$ cat src/rtl/if_fetch_queue.sv
// -----------------------------------------------------------------------------
// if_fetch_queue
//
// Instruction-fetch front end feeding the IF_ID pipeline register. Owns the
// fetch PC, issues one sequential word fetch at a time to a variable-latency
// instruction memory, buffers returned words in a DEPTH-entry prefetch FIFO
// and presents {pc, instruction} pairs to IF_ID with a valid/ready handshake.
// Redirects flush the FIFO and discard any fetch that is still in flight.
//
// Parameters:
//   DEPTH     prefetch FIFO entries (power of two, 2..16)
//   RESET_PC  fetch PC loaded on reset
//
// Ports:
//   clock           in   rising-edge clock
//   reset           in   synchronous active-low reset (0 = reset)
//   imem_req        out  fetch request, held high until imem_ack
//   imem_addr       out  word-aligned fetch address
//   imem_ack        in   response valid (ignored while imem_req=0)
//   imem_rdata      in   instruction word, valid with imem_ack
//   if_valid        out  head entry available to IF_ID
//   if_pc           out  PC of head entry
//   if_instruction  out  instruction of head entry
//   id_ready        in   IF_ID accepts the head this cycle
//   redirect_valid  in   control-flow change from ID/EXE
//   redirect_pc     in   new fetch target
//
// Optional feature (macro IF_FETCH_PERF_EN):
//   perf_fetch_cnt  out  accepted (non-discarded) pushes, saturating
//   perf_flush_cnt  out  redirect cycles, saturating
//   perf_stall_cnt  out  cycles with if_valid=1 and id_ready=0, saturating
// -----------------------------------------------------------------------------
module if_fetch_queue #(
    parameter int          DEPTH    = 4,
    parameter logic [31:0] RESET_PC = 32'h0000_3000
) (
    input  logic        clock,
    input  logic        reset,
    output logic        imem_req,
    output logic [31:0] imem_addr,
    input  logic        imem_ack,
    input  logic [31:0] imem_rdata,
    output logic        if_valid,
    output logic [31:0] if_pc,
    output logic [31:0] if_instruction,
    input  logic        id_ready,
    input  logic        redirect_valid,
    input  logic [31:0] redirect_pc
`ifdef IF_FETCH_PERF_EN
    ,
    output logic [31:0] perf_fetch_cnt,
    output logic [31:0] perf_flush_cnt,
    output logic [31:0] perf_stall_cnt
`endif
);

    localparam int AW = $clog2(DEPTH);
    localparam int CW = AW + 1;

    typedef enum logic [1:0] {
        ST_IDLE = 2'd0,
        ST_REQ  = 2'd1,
        ST_DROP = 2'd2
    } state_t;

    state_t        r_state;
    logic          r_req;
    logic [31:0]   r_addr;
    logic [31:0]   r_fetch_pc;
    logic [CW-1:0] r_count;
    logic [AW-1:0] r_rd_ptr;
    logic [AW-1:0] r_wr_ptr;
    logic [31:0]   r_mem_pc    [DEPTH];
    logic [31:0]   r_mem_instr [DEPTH];
    logic          r_if_valid;
    logic [31:0]   r_if_pc;
    logic [31:0]   r_if_instr;

    state_t        w_state_nx;
    logic          w_req_nx;
    logic [31:0]   w_addr_nx;
    logic [31:0]   w_fetch_pc_nx;
    logic          w_ack;
    logic          w_pop;
    logic          w_push;
    logic [CW-1:0] w_count_after;
    logic          w_issue_ok;
    logic [31:0]   w_target;
    logic [31:0]   w_pc_inc;
    logic [AW-1:0] w_rd_ptr_nx;
    logic [31:0]   w_head_pc;
    logic [31:0]   w_head_instr;

    // Handshake qualifiers, occupancy after this edge and the new head entry.
    always_comb begin
        w_ack         = imem_ack && r_req;
        w_pop         = r_if_valid && id_ready && !redirect_valid;
        w_push        = w_ack && (r_state == ST_REQ) && !redirect_valid;
        w_count_after = r_count + CW'(w_push) - CW'(w_pop);
        // A further request is only safe if its ack would still find a free slot.
        w_issue_ok    = (w_count_after < CW'(DEPTH));
        w_target      = redirect_pc & 32'hFFFF_FFFC;
        w_pc_inc      = r_fetch_pc + 32'd4;
        w_rd_ptr_nx   = w_pop ? (r_rd_ptr + AW'(1)) : r_rd_ptr;
        // When the FIFO drains to empty the word being pushed becomes the head.
        if (w_push && (r_wr_ptr == w_rd_ptr_nx)) begin
            w_head_pc    = r_addr;
            w_head_instr = imem_rdata;
        end else begin
            w_head_pc    = r_mem_pc[w_rd_ptr_nx];
            w_head_instr = r_mem_instr[w_rd_ptr_nx];
        end
    end

    // Fetch FSM next-state and next request/address/PC values.
    always_comb begin
        w_state_nx    = r_state;
        w_req_nx      = r_req;
        w_addr_nx     = r_addr;
        w_fetch_pc_nx = r_fetch_pc;
        if (redirect_valid) begin
            w_fetch_pc_nx = w_target;
            case (r_state)
                ST_IDLE: begin
                    w_state_nx = ST_IDLE;
                end
                ST_REQ, ST_DROP: begin
                    // A same-cycle ack retires the stale fetch; otherwise wait for it.
                    if (w_ack) begin
                        w_req_nx   = 1'b0;
                        w_state_nx = ST_IDLE;
                    end else begin
                        w_state_nx = ST_DROP;
                    end
                end
                default: begin
                    w_req_nx   = 1'b0;
                    w_state_nx = ST_IDLE;
                end
            endcase
        end else begin
            case (r_state)
                ST_IDLE: begin
                    if (w_issue_ok) begin
                        w_req_nx   = 1'b1;
                        w_addr_nx  = r_fetch_pc;
                        w_state_nx = ST_REQ;
                    end else begin
                        w_req_nx   = 1'b0;
                        w_state_nx = ST_IDLE;
                    end
                end
                ST_REQ: begin
                    if (w_ack) begin
                        w_fetch_pc_nx = w_pc_inc;
                        if (w_issue_ok) begin
                            w_addr_nx  = w_pc_inc;
                            w_state_nx = ST_REQ;
                        end else begin
                            w_req_nx   = 1'b0;
                            w_state_nx = ST_IDLE;
                        end
                    end else begin
                        w_state_nx = ST_REQ;
                    end
                end
                ST_DROP: begin
                    // FIFO is empty after the flush, so the target can issue at once.
                    if (w_ack) begin
                        w_req_nx   = 1'b1;
                        w_addr_nx  = r_fetch_pc;
                        w_state_nx = ST_REQ;
                    end else begin
                        w_state_nx = ST_DROP;
                    end
                end
                default: begin
                    w_req_nx   = 1'b0;
                    w_state_nx = ST_IDLE;
                end
            endcase
        end
    end

    // FSM state, request and fetch PC registers.
    always_ff @(posedge clock) begin
        if (!reset) begin
            r_state    <= ST_IDLE;
            r_req      <= 1'b0;
            r_addr     <= RESET_PC;
            r_fetch_pc <= RESET_PC;
        end else begin
            r_state    <= w_state_nx;
            r_req      <= w_req_nx;
            r_addr     <= w_addr_nx;
            r_fetch_pc <= w_fetch_pc_nx;
        end
    end

    // Prefetch FIFO storage, pointers, occupancy and registered head outputs.
    always_ff @(posedge clock) begin
        if (!reset) begin
            r_count    <= '0;
            r_rd_ptr   <= '0;
            r_wr_ptr   <= '0;
            r_if_valid <= 1'b0;
            r_if_pc    <= 32'h0000_0000;
            r_if_instr <= 32'h0000_0000;
            for (int i = 0; i < DEPTH; i++) begin
                r_mem_pc[i]    <= 32'h0000_0000;
                r_mem_instr[i] <= 32'h0000_0000;
            end
        end else if (redirect_valid) begin
            r_count    <= '0;
            r_rd_ptr   <= '0;
            r_wr_ptr   <= '0;
            r_if_valid <= 1'b0;
            r_if_pc    <= 32'h0000_0000;
            r_if_instr <= 32'h0000_0000;
        end else begin
            if (w_push) begin
                r_mem_pc[r_wr_ptr]    <= r_addr;
                r_mem_instr[r_wr_ptr] <= imem_rdata;
                r_wr_ptr              <= r_wr_ptr + AW'(1);
            end
            r_rd_ptr   <= w_rd_ptr_nx;
            r_count    <= w_count_after;
            r_if_valid <= (w_count_after != '0);
            r_if_pc    <= w_head_pc;
            r_if_instr <= w_head_instr;
        end
    end

    assign imem_req       = r_req;
    assign imem_addr      = r_addr;
    assign if_valid       = r_if_valid;
    assign if_pc          = r_if_pc;
    assign if_instruction = r_if_instr;

`ifdef IF_FETCH_PERF_EN
    logic [31:0] r_perf_fetch;
    logic [31:0] r_perf_flush;
    logic [31:0] r_perf_stall;

    // Saturating performance counters.
    always_ff @(posedge clock) begin
        if (!reset) begin
            r_perf_fetch <= 32'h0000_0000;
            r_perf_flush <= 32'h0000_0000;
            r_perf_stall <= 32'h0000_0000;
        end else begin
            if (w_push && (r_perf_fetch != 32'hFFFF_FFFF)) begin
                r_perf_fetch <= r_perf_fetch + 32'd1;
            end
            if (redirect_valid && (r_perf_flush != 32'hFFFF_FFFF)) begin
                r_perf_flush <= r_perf_flush + 32'd1;
            end
            if (r_if_valid && !id_ready && (r_perf_stall != 32'hFFFF_FFFF)) begin
                r_perf_stall <= r_perf_stall + 32'd1;
            end
        end
    end

    assign perf_fetch_cnt = r_perf_fetch;
    assign perf_flush_cnt = r_perf_flush;
    assign perf_stall_cnt = r_perf_stall;
`else
    // Counters absent; fetch behaviour is unaffected.
`endif

endmodule

$ cat config.mk
export PLATFORM = sky130hd
export DESIGN_NAME = if_fetch_queue
export DESIGN_NICKNAME = d
export VERILOG_FILES = /design/src/rtl/if_fetch_queue.sv
export SDC_FILE = /design/constraint.sdc
export NUM_CORES = 1
export LEC_CHECK = 0
export CORE_MARGIN = 4
export CORE_UTILIZATION = 55
export DETAILED_ROUTE_END_ITERATION = 12
export PLACE_DENSITY_LB_ADDON = 0.05
export SYNTH_ARGS = -nofsm -noshare
export SYNTH_HDL_FRONTEND = slang
export SYNTH_SLANG_ARGS = --single-unit
$ cat constraint.sdc
create_clock -name clock -period 9.5 [get_ports clock]
set_input_delay 1.425 -clock clock [delete_from_list [all_inputs] [get_ports clock]]
set_output_delay 1.425 -clock clock [all_outputs]
set_load 0.02 [all_outputs]
==> impl_metrics.yaml, run 1 <==
yosys:
  seq_area_frac_synth: 0.540
  ys_ff_latch: 381
  synth_cell_types: 53
  syn_inst: 1836
  synth-compound-area-share: 0.103
  synth_top_family_by_area: "simple AND/OR/NAND/NOR gates"
  netlist_area_sq_mm: 0.0187
  synthAdderAreaFrac: 0.00575
  synthMuxAreaShare: 0.0758
  ys.flop_type: "edfxtp_1"
  yosysWarnings: 0
  async_flop_share: 0
  synth-edff-count: 248
  synthSimpleGateAreaFrac: 0.191
  synth_xor_area_frac: 0.0298
  synth_area_per_cell_sq_um: 10.2
detailed_routing:
  drt_wl_total_mm: 47.1
  vias_per_cell: 5.98
  firstDrtPassIters: 5
  vias: 14200
  avgRoutedWirePerCell_um: 19.8
  drt_iter0_markers: 1035
  drtAntennaViolNets: 0
  drc: 0
clock_tree:
  htreeDepth: 2
  clk_pin_slew_worst_paths_ps: 60
  post-cts-setup-buffers: 0
  post_cts_resized: 0
  cts_buffers: 42
  cts_tree: "yes"
  root_buffer: "clkbuf_16"
  clk-insertion-delay-late_ps: 540
  clock-sinks: 381
  postCtsHoldBufs: 0
  clock_path_buffers: 3
setup_path:
  crit_chain: "clkdlybuf4s50_1, buf_4, nand3b_1, buf_4, inv_6, ha_1, inv_1, ha_1, fa_1, xor3_1, o21ai_1, a21oi_4, buf_4, mux2i_1, nand2_1"
  crit_arrival_ps: 5890
  critPathRequiredTime_ps: 9910
  cp_slowest_cell: "xor3_1"
  crit_path_end_kind: "flip-flop"
  crit_top_cell: "buf_4"
  worstPathMaxFanout: 79
  start_kind: "primary input"
  critPathMaxStageDelay_ps: 510
  criticalPathCategory: "in2reg"
sta:
  rsz0062_at_grt: "no"
  setup_viol: 0
  fin_setup_tns_ps: 0
  min_period_over_period: 0.578
  period_minus_slack_ps: 5490
  relSlewSlack: 0.167
  max_freq_ghz: 0.182
  fin_skew_ps: 14.1
  worst_pin_slew_ps: 1250
  finalHoldViolCount: 0
  drv_slew: 0
cells_and_area:
  layoutNonFillerInstCount: 2380
  final_nets: 1975
  finalInstanceArea_sq_mm: 0.0219
  area_growth_syn_to_layout_pct: 16.8
  drive_above_1_share: 0.0895
  diodes: 0
pwr:
  p_total_w: 0.00378
  p_leak_nw: 7.54
  power_density_mw_per_mm2: 173
  peakVddDrop_mv: 0.106
die:
  dieArea_sq_mm: 0.0370
  rows: 67
  core_sq_mm: 0.0335
  start_util: 0.558
  ioPinCount: 167
  die_w_um: 192
  die_y_um: 192
global_route:
  grt_pass1_wl_mm: 73.6
  antenna_found_initial: 0
  grt_pass1_vias: 14100
  grt_overflow: 0
  grt_max_degree: 113
  grtUsageTotal: 0.249
placed_design:
  place_area_sq_mm: 0.0204
  gp_congestion: 0.811
  portBuffers: 160
  place_inst: 2302
  dpl.hpwl_mm: 25.3
status:
  outcome: "finished clean"
run:
  maxCapViolations: 0
worst_hold_path:
  holdCritPathClass: "reg2reg"
cell usage in the layout (no fill, tap or decap), types with 3 or more instances in the layout:
cell type,count
dfxtp_1,131
xnor2_1,19
clkdlybuf4s50_1,160
nor3_1,134
ha_1,7
mux2i_1,72
edfxtp_1,248
and3_1,4
o21ai_0,99
clkinv_2,4
clkbuf_1,16
clkbuf_16,45
o221ai_1,63
nor3b_1,63
nand3_1,76
nor2_1,226
buf_4,21
nand4_1,11
nand4_2,6
conb_1,4
o21ai_4,3
nand2_1,100
nand3b_1,5
inv_1,72
mux2_2,62
clkbuf_8,8
xor2_1,42
a211oi_1,16
bufinv_16,3
o31ai_1,63
nor4_1,9
a21oi_1,40
and2_1,66
worst paths after layout:
| path | start | to | slack (ps) | cells after the start |
|---|---|---|---|---|
| worst min register to register | imem_addr[7] | imem_addr[7] | 540 | 2 |
| worst max-delay path | redirect_valid | imem_addr[13] | 4010 | 15 |
| worst min-delay path | imem_addr[7] | imem_addr[7] | 540 | 2 |
| worst max register to register | if_valid | imem_addr[13] | 5330 | 13 |
power by group:
part | leakage, nW | switching, W | internal (W)
Combinational | 3.20 | 0.000136 | 0.000109
Clock | 0.691 | 0.000642 | 0.00101
Sequential | 3.65 | 0.0000539 | 0.00183
Total | 7.54 | 0.000831 | 0.00295
metal layers:
| metal | global-route usage | share of wire | up-vias |
|---|---|---|---|
| li1 | - | - | 6745 |
| met1 | 0.332 | 0.43 | 6902 |
| met2 | 0.422 | 0.49 | 517 |
| met3 | 0.0376 | 0.065 | 67 |
| met4 | 0.0784 | 0.019 | 0 |
| met5 | 0 | 0 | - |
critical path, delay by kind of cell:
kind                       cells  cell delay (ps)
AOI/OAI and AO/OA              2              580
and+or+nand+nor                2              220
adders and majority gates      3              920
muxes                          1              220
buffers and inverters          6             1930
xor gates and xnor gates       1              510
state kept, by name, indices dropped and copies added (netlist names):
name,cells
r_mem_pc,120
r_state,2
r_fetch_pc,30
if_pc,30
r_wr_ptr,2
if_valid,1
imem_addr,30
r_mem_instr,128
imem_req,1
r_rd_ptr,2
if_instruction,32
r_count,3
synthesized netlist by cell type (7+ instances only):
cell type,n,area (sq um)
edfxtp_1,248,7450
nor2_1,228,856
nor3_1,134,671
dfxtp_1,133,2660
clkbuf_1,106,398
o21ai_0,102,510
nand2_1,101,379
nand3_1,76,380
inv_1,72,270
mux2i_1,72,721
and2_1,66,413
nor3b_1,63,473
o221ai_1,63,552
o31ai_1,63,473
mux2_2,62,698
xor2_1,42,368
a21oi_1,41,205
buf_2,33,165
xnor2_1,19,166
a211oi_1,16,120
buf_1,11,41.3
nand4_1,11,68.8
nor4_1,9,56.3
ha_1,7,87.6
per-stage QoR:
stage	utilization	hold slack, ps	worst slack (ps)
floorplan	-	508	2730
global placement	0.610	535	3520
detailed placement	0.610	536	3470
CTS	0.652	545	4040
global route	0.652	572	3710
finish	0.652	544	4010
cell families after synthesis:
| logic type | Yosys count |
|---|---|
| muxes | 134 |
| xor gates and xnor gates | 62 |
| and+or+nand+nor | 716 |
| AOI/OAI and AO/OA | 293 |
| adders and majority gates | 8 |
| other | 1 |
| buffers and inverters | 241 |
| DFF | 381 |
area by class of cell:
cell class              count  area, sq um
well taps                 448          561
inverters                  75          287
flip-flops and latches    381        10100
clock inverters             9          121
clock buffers              69         1300
fillers                  2718        11700
multi-input cells        1217         7720
repair buffers            181         1760
Note: power is estimated with default switching activity, not from simulation.
==> run 2, diff against run 1 <==
--- a/config.mk
+++ b/config.mk
@@ -6,7 +6,7 @@
 export NUM_CORES = 1
 export LEC_CHECK = 0
 export CORE_MARGIN = 4
-export CORE_UTILIZATION = 55
+export CORE_UTILIZATION = 53
 export DETAILED_ROUTE_END_ITERATION = 12
 export PLACE_DENSITY_LB_ADDON = 0.05
 export SYNTH_ARGS = -nofsm -noshare
==> constraint.sdc (replaced) <==
create_clock -name clock -period 4.5 [get_ports clock]
set_input_delay 0.675 -clock clock [delete_from_list [all_inputs] [get_ports clock]]
set_output_delay 0.675 -clock clock [all_outputs]
set_load 0.02 [all_outputs]
==> impl_metrics.yaml, run 2 (synthesis results as in run 1) <==
sta:
  max_freq_ghz: 0.265
  fin_ws_ps: 720
  relSlewSlack: 0.196
  fin_setup_tns_ps: 0
  period_minus_slack_ps: 3780
  setup_viol: 0
  worst_pin_slew_ps: 1210
  rsz0062_at_grt: "no"
  fin_skew_ps: 17.9
  drv_slew: 0
  finalHoldViolCount: 0
  min_period_over_period: 0.840
setup_path:
  worstPathMaxFanout: 38
  crit_arrival_ps: 4170
  start_kind: "primary input"
  critPathRequiredTime_ps: 4890
  crit_path_end_kind: "flip-flop"
  criticalPathCategory: "in2reg"
  r2r_slack_ps: 820
pwr:
  power_density_mw_per_mm2: 358
  peakVddDrop_mv: 0.397
  p_leak_nw: 7.59
global_route:
  busiest_layer: "met2"
  antenna_found_initial: 1
  grt_pass1_wl_mm: 74.6
  grt_util_met1: 0.320
  grtUsageTotal: 0.238
  grtUsageMet3: 0.0331
  grt_max_degree: 169
  grtUsageMet2: 0.405
  grt_pass1_vias: 14100
  grt_overflow: 0
detailed_routing:
  drt_wl_total_mm: 46.8
  drtAntennaViolNets: 0
  drc: 0
  avgRoutedWirePerCell_um: 19.5
  vias_per_cell: 5.96
  drt_iter0_markers: 979
  vias: 14300
  firstDrtPassIters: 5
cells_and_area:
  layoutNonFillerInstCount: 2397
  multi_input_area_sq_mm: 0.00772
  top_register: "r_mem_instr"
  num-fill-cells: 2843
  final_nets: 1984
  largest_reg_flops: 128
  final_common_cell: "edfxtp_1"
  drive_above_1_share: 0.0933
  area_growth_syn_to_layout_pct: 17.5
  final_cell_mix: "edfxtp_1 (248), nor2_1 (226), clkdlybuf4s50_1 (160)"
  register_area_sq_mm: 0.0101
clock_tree:
  root_buffer: "clkbuf_16"
  post_cts_resized: 0
  post-cts-setup-buffers: 0
  clk_pin_slew_worst_paths_ps: 50
  cts_tree: "yes"
  postCtsHoldBufs: 0
  clk-insertion-delay-late_ps: 540
  htreeDepth: 2
  cts_buffers: 43
  clock-sinks: 381
  clock_path_buffers: 3
status:
  outcome: "finished clean"
placed_design:
  dpl.hpwl_mm: 26.3
  gp_congestion: 0.828
  portBuffers: 160
  place_inst: 2317
  place_ws_ps: 205
die:
  ioPinCount: 167
  die_w_um: 196
  dieArea_sq_mm: 0.0384
  core_sq_mm: 0.0347
  die_y_um: 196
  rows: 68
  start_util: 0.539
worst_hold_path:
  holdCritPathClass: "reg2reg"
run:
  maxCapViolations: 0
run 2: cell count changes in the layout (fill, tap and decap cells not counted):
cell / change
diode_2: +1
clkinv_1: +3
bufinv_16: -1
clkbuf_8: -3
clkinv_2: +4
buf_12: +8
clkbuf_1: -2
run 2: path summary, 6_finish.rpt:
| check | depth (start not counted) | startpoint | endpoint |
|---|---|---|---|
| worst min-delay path | 2 | imem_addr[7] | imem_addr[7] |
| worst min register to register | 2 | imem_addr[7] | imem_addr[7] |
| worst max register to register | 15 | r_state[1] | imem_addr[13] |
| worst max-delay path | 13 | redirect_valid | imem_addr[13] |
run 2: cell type report:
class / instances / area share
clock inverters: 15 / 0.00558
diodes: 1 / 0.000114
flip-flops and latches: 381 / 0.460
inverters: 75 / 0.0130
clock buffers: 64 / 0.0568
repair buffers: 189 / 0.0873
well taps: 455 / 0.0259
multi-input cells: 1217 / 0.351
run 2: metrics by stage:
stage / hold slack, ps / area, sq um / power (W) / util
floorplan: 508 / 18700 / 0.00431 / -
global placement: 539 / 20600 / 0.00456 / 0.594
detailed placement: 546 / 20600 / 0.00457 / 0.594
CTS: 555 / 22000 / 0.00795 / 0.633
global route: 568 / 22000 / 0.00814 / 0.633
finish: 556 / 22000 / 0.00788 / 0.633
run 2: routing by layer:
metal | wire (um) | up-vias
li1 | - | 6748
met1 | 20000 | 6928
met2 | 22600 | 534
met3 | 3190 | 79
met4 | 1060 | 0
met5 | 0 | -
run 2: critical path, stage by stage:
cell             delay, ps
clkdlybuf4s50_1        580
and4b_1                410
inv_1                  160
ha_1                   320
inv_1                   50
ha_1                   180
fa_1                   350
xor3_1                 520
o21ai_1                130
a21oi_4                170
buf_4                  320
mux2i_1                230
nand2_1                 60
run 2: where the power goes:
part | switching, W | internal, W
combinational | 0.000288 | 0.000240
sequential | 0.000115 | 0.00386
clock | 0.00135 | 0.00203
==> run 3, diff against run 2 <==
==> constraint.sdc (replaced) <==
create_clock -name clock -period 3.3 [get_ports clock]
set_input_delay 0.495 -clock clock [delete_from_list [all_inputs] [get_ports clock]]
set_output_delay 0.495 -clock clock [all_outputs]
set_load 0.02 [all_outputs]
==> impl_metrics.yaml, run 3 (synthesis results as in run 1) <==
status:
  outcome: "finished clean"
placed_design:
  portBuffers: 160
  dpl.hpwl_mm: 27.0
  gp_congestion: 0.891
die:
  core_sq_mm: 0.0347
  rows: 68
  start_util: 0.539
  ioPinCount: 167
  dieArea_sq_mm: 0.0384
  die_w_um: 196
  die_y_um: 196
detailed_routing:
  drt_iter0_markers: 1065
  firstDrtPassIters: 6
  vias_per_cell: 5.89
  drt_wl_total_mm: 47.6
  drc: 0
  avgRoutedWirePerCell_um: 19.6
  vias: 14300
  drtAntennaViolNets: 0
sta:
  min_period_over_period: 0.891
  setup_viol: 0
  worst_pin_slew_ps: 1010
  finalHoldViolCount: 0
  drv_slew: 0
  max_freq_ghz: 0.340
  period_minus_slack_ps: 2940
  relSlewSlack: 0.329
  rsz0062_at_grt: "no"
  fin_skew_ps: 14.5
cells_and_area:
  diodes: 0
  num-fill-cells: 2817
  final_common_cell: "edfxtp_1"
  drive_above_1_share: 0.106
  final_util: 0.644
  top_register: "r_mem_instr"
  final_cell_mix: "edfxtp_1 (248), nor2_1 (226), clkdlybuf4s50_1 (160)"
  largest_reg_flops: 128
  final_nets: 2010
  area_growth_syn_to_layout_pct: 19.5
clock_tree:
  clock_path_buffers: 3
  clock-sinks: 381
  htreeDepth: 2
  root_buffer: "clkbuf_16"
  clk-insertion-delay-late_ps: 530
  postCtsHoldBufs: 0
  cts_tree: "yes"
  cts_buffers: 43
  clk_pin_slew_worst_paths_ps: 60
setup_path:
  worstPathMaxFanout: 72
  r2r_slack_ps: 380
  setup.worst_path.start: "redirect_valid"
  start_kind: "primary input"
  crit_path_end_kind: "flip-flop"
  critPathRequiredTime_ps: 3760
  r2r-end: "imem_addr[29]"
  regToRegStartpoint: "r_state[1]"
  criticalPathCategory: "in2reg"
  crit_arrival_ps: 3400
  ff2ff_path_depth: 15
  cp-endpoint: "if_instruction[0]"
pwr:
  peakVddDrop_mv: 0.366
  power_density_mw_per_mm2: 492
  p_leak_nw: 7.79
  p_total_w: 0.0110
global_route:
  grt_pass1_vias: 14200
  antenna_found_initial: 0
  grtUsageTotal: 0.243
  grt_max_degree: 249
  grt_pass1_wl_mm: 75.7
  grt_overflow: 0
run:
  maxCapViolations: 0
worst_hold_path:
  holdCritPathClass: "in2reg"
  worstHoldStart: "redirect_pc[15]"
==> run 3: cell count changes in the layout (fill, tap and decap cells not counted), moves of 2 or more <==
cell / previous run / this run
buf_12: 8 / 16
buf_4: 21 / 38
bufinv_16: 2 / 6
clkbuf_16: 45 / 43
clkinv_2: 8 / 4
==> run 3: layout make-up <==
class | count | area, sq um | share of cell area
clock buffer | 63 | 1210 | 0.0541
sequential | 381 | 10100 | 0.452
timing repair buffer | 215 | 2230 | 0.0999
multi-input combinational | 1217 | 7720 | 0.345
inverter | 75 | 287 | 0.0128
tap | 455 | 569 | 0.0254
clock inverter | 15 | 228 | 0.0102
==> run 3: worst min path at each step <==
stage / to / cells past startpoint
2_1_floorplan: r_fetch_pc[25] / 2
3_3_place_gp: imem_req / 2
3_5_place_dp: imem_req / 2
4_1_cts: r_fetch_pc[15] / 3
5_1_grt: r_fetch_pc[15] / 3
6_report: r_fetch_pc[15] / 3
==> run 3: worst max-delay path: stages <==
cell,delay [ps]
clkdlybuf4s50_1,480
nand3b_1,250
buf_4,790
buf_4,670
nor2_1,110
o31ai_1,240
nand3_1,130
mux2i_1,170
==> run 3: per-layer routing <==
metal | share of wire | track usage | vias to the layer above
met5 | 0 | 0 | -
met4 | 0.022 | 0.0698 | 0
met3 | 0.068 | 0.0335 | 78
met2 | 0.49 | 0.414 | 525
met1 | 0.42 | 0.327 | 6858
li1 | - | - | 6809
==> run 3: stage by stage <==
stage	worst slack [ps]	cells	hold WS, ps	area [sq um]	TNS [ps]
floorplan	-829	1839	508	18700	-102750
global placement	-220	2342	532	20900	-5310
detailed placement	-267	2342	535	20900	-7910
CTS	161	2420	523	22300	0
global route	77.6	2421	540	22400	0
finish	360	2421	540	22400	0
==> run 3: power breakdown <==
group          switching (W)  total (W)  internal (W)
Sequential          0.000154    0.00541       0.00526
Combinational       0.000398   0.000746      0.000348
Clock                0.00185    0.00486       0.00301
==> run 3: timing repair <==
item,4_1_cts,5_1_grt
gates resized for setup,0,3
endpoints found under the setup margin,0,14
endpoints found under the hold margin,0,0
setup buffers,0,1
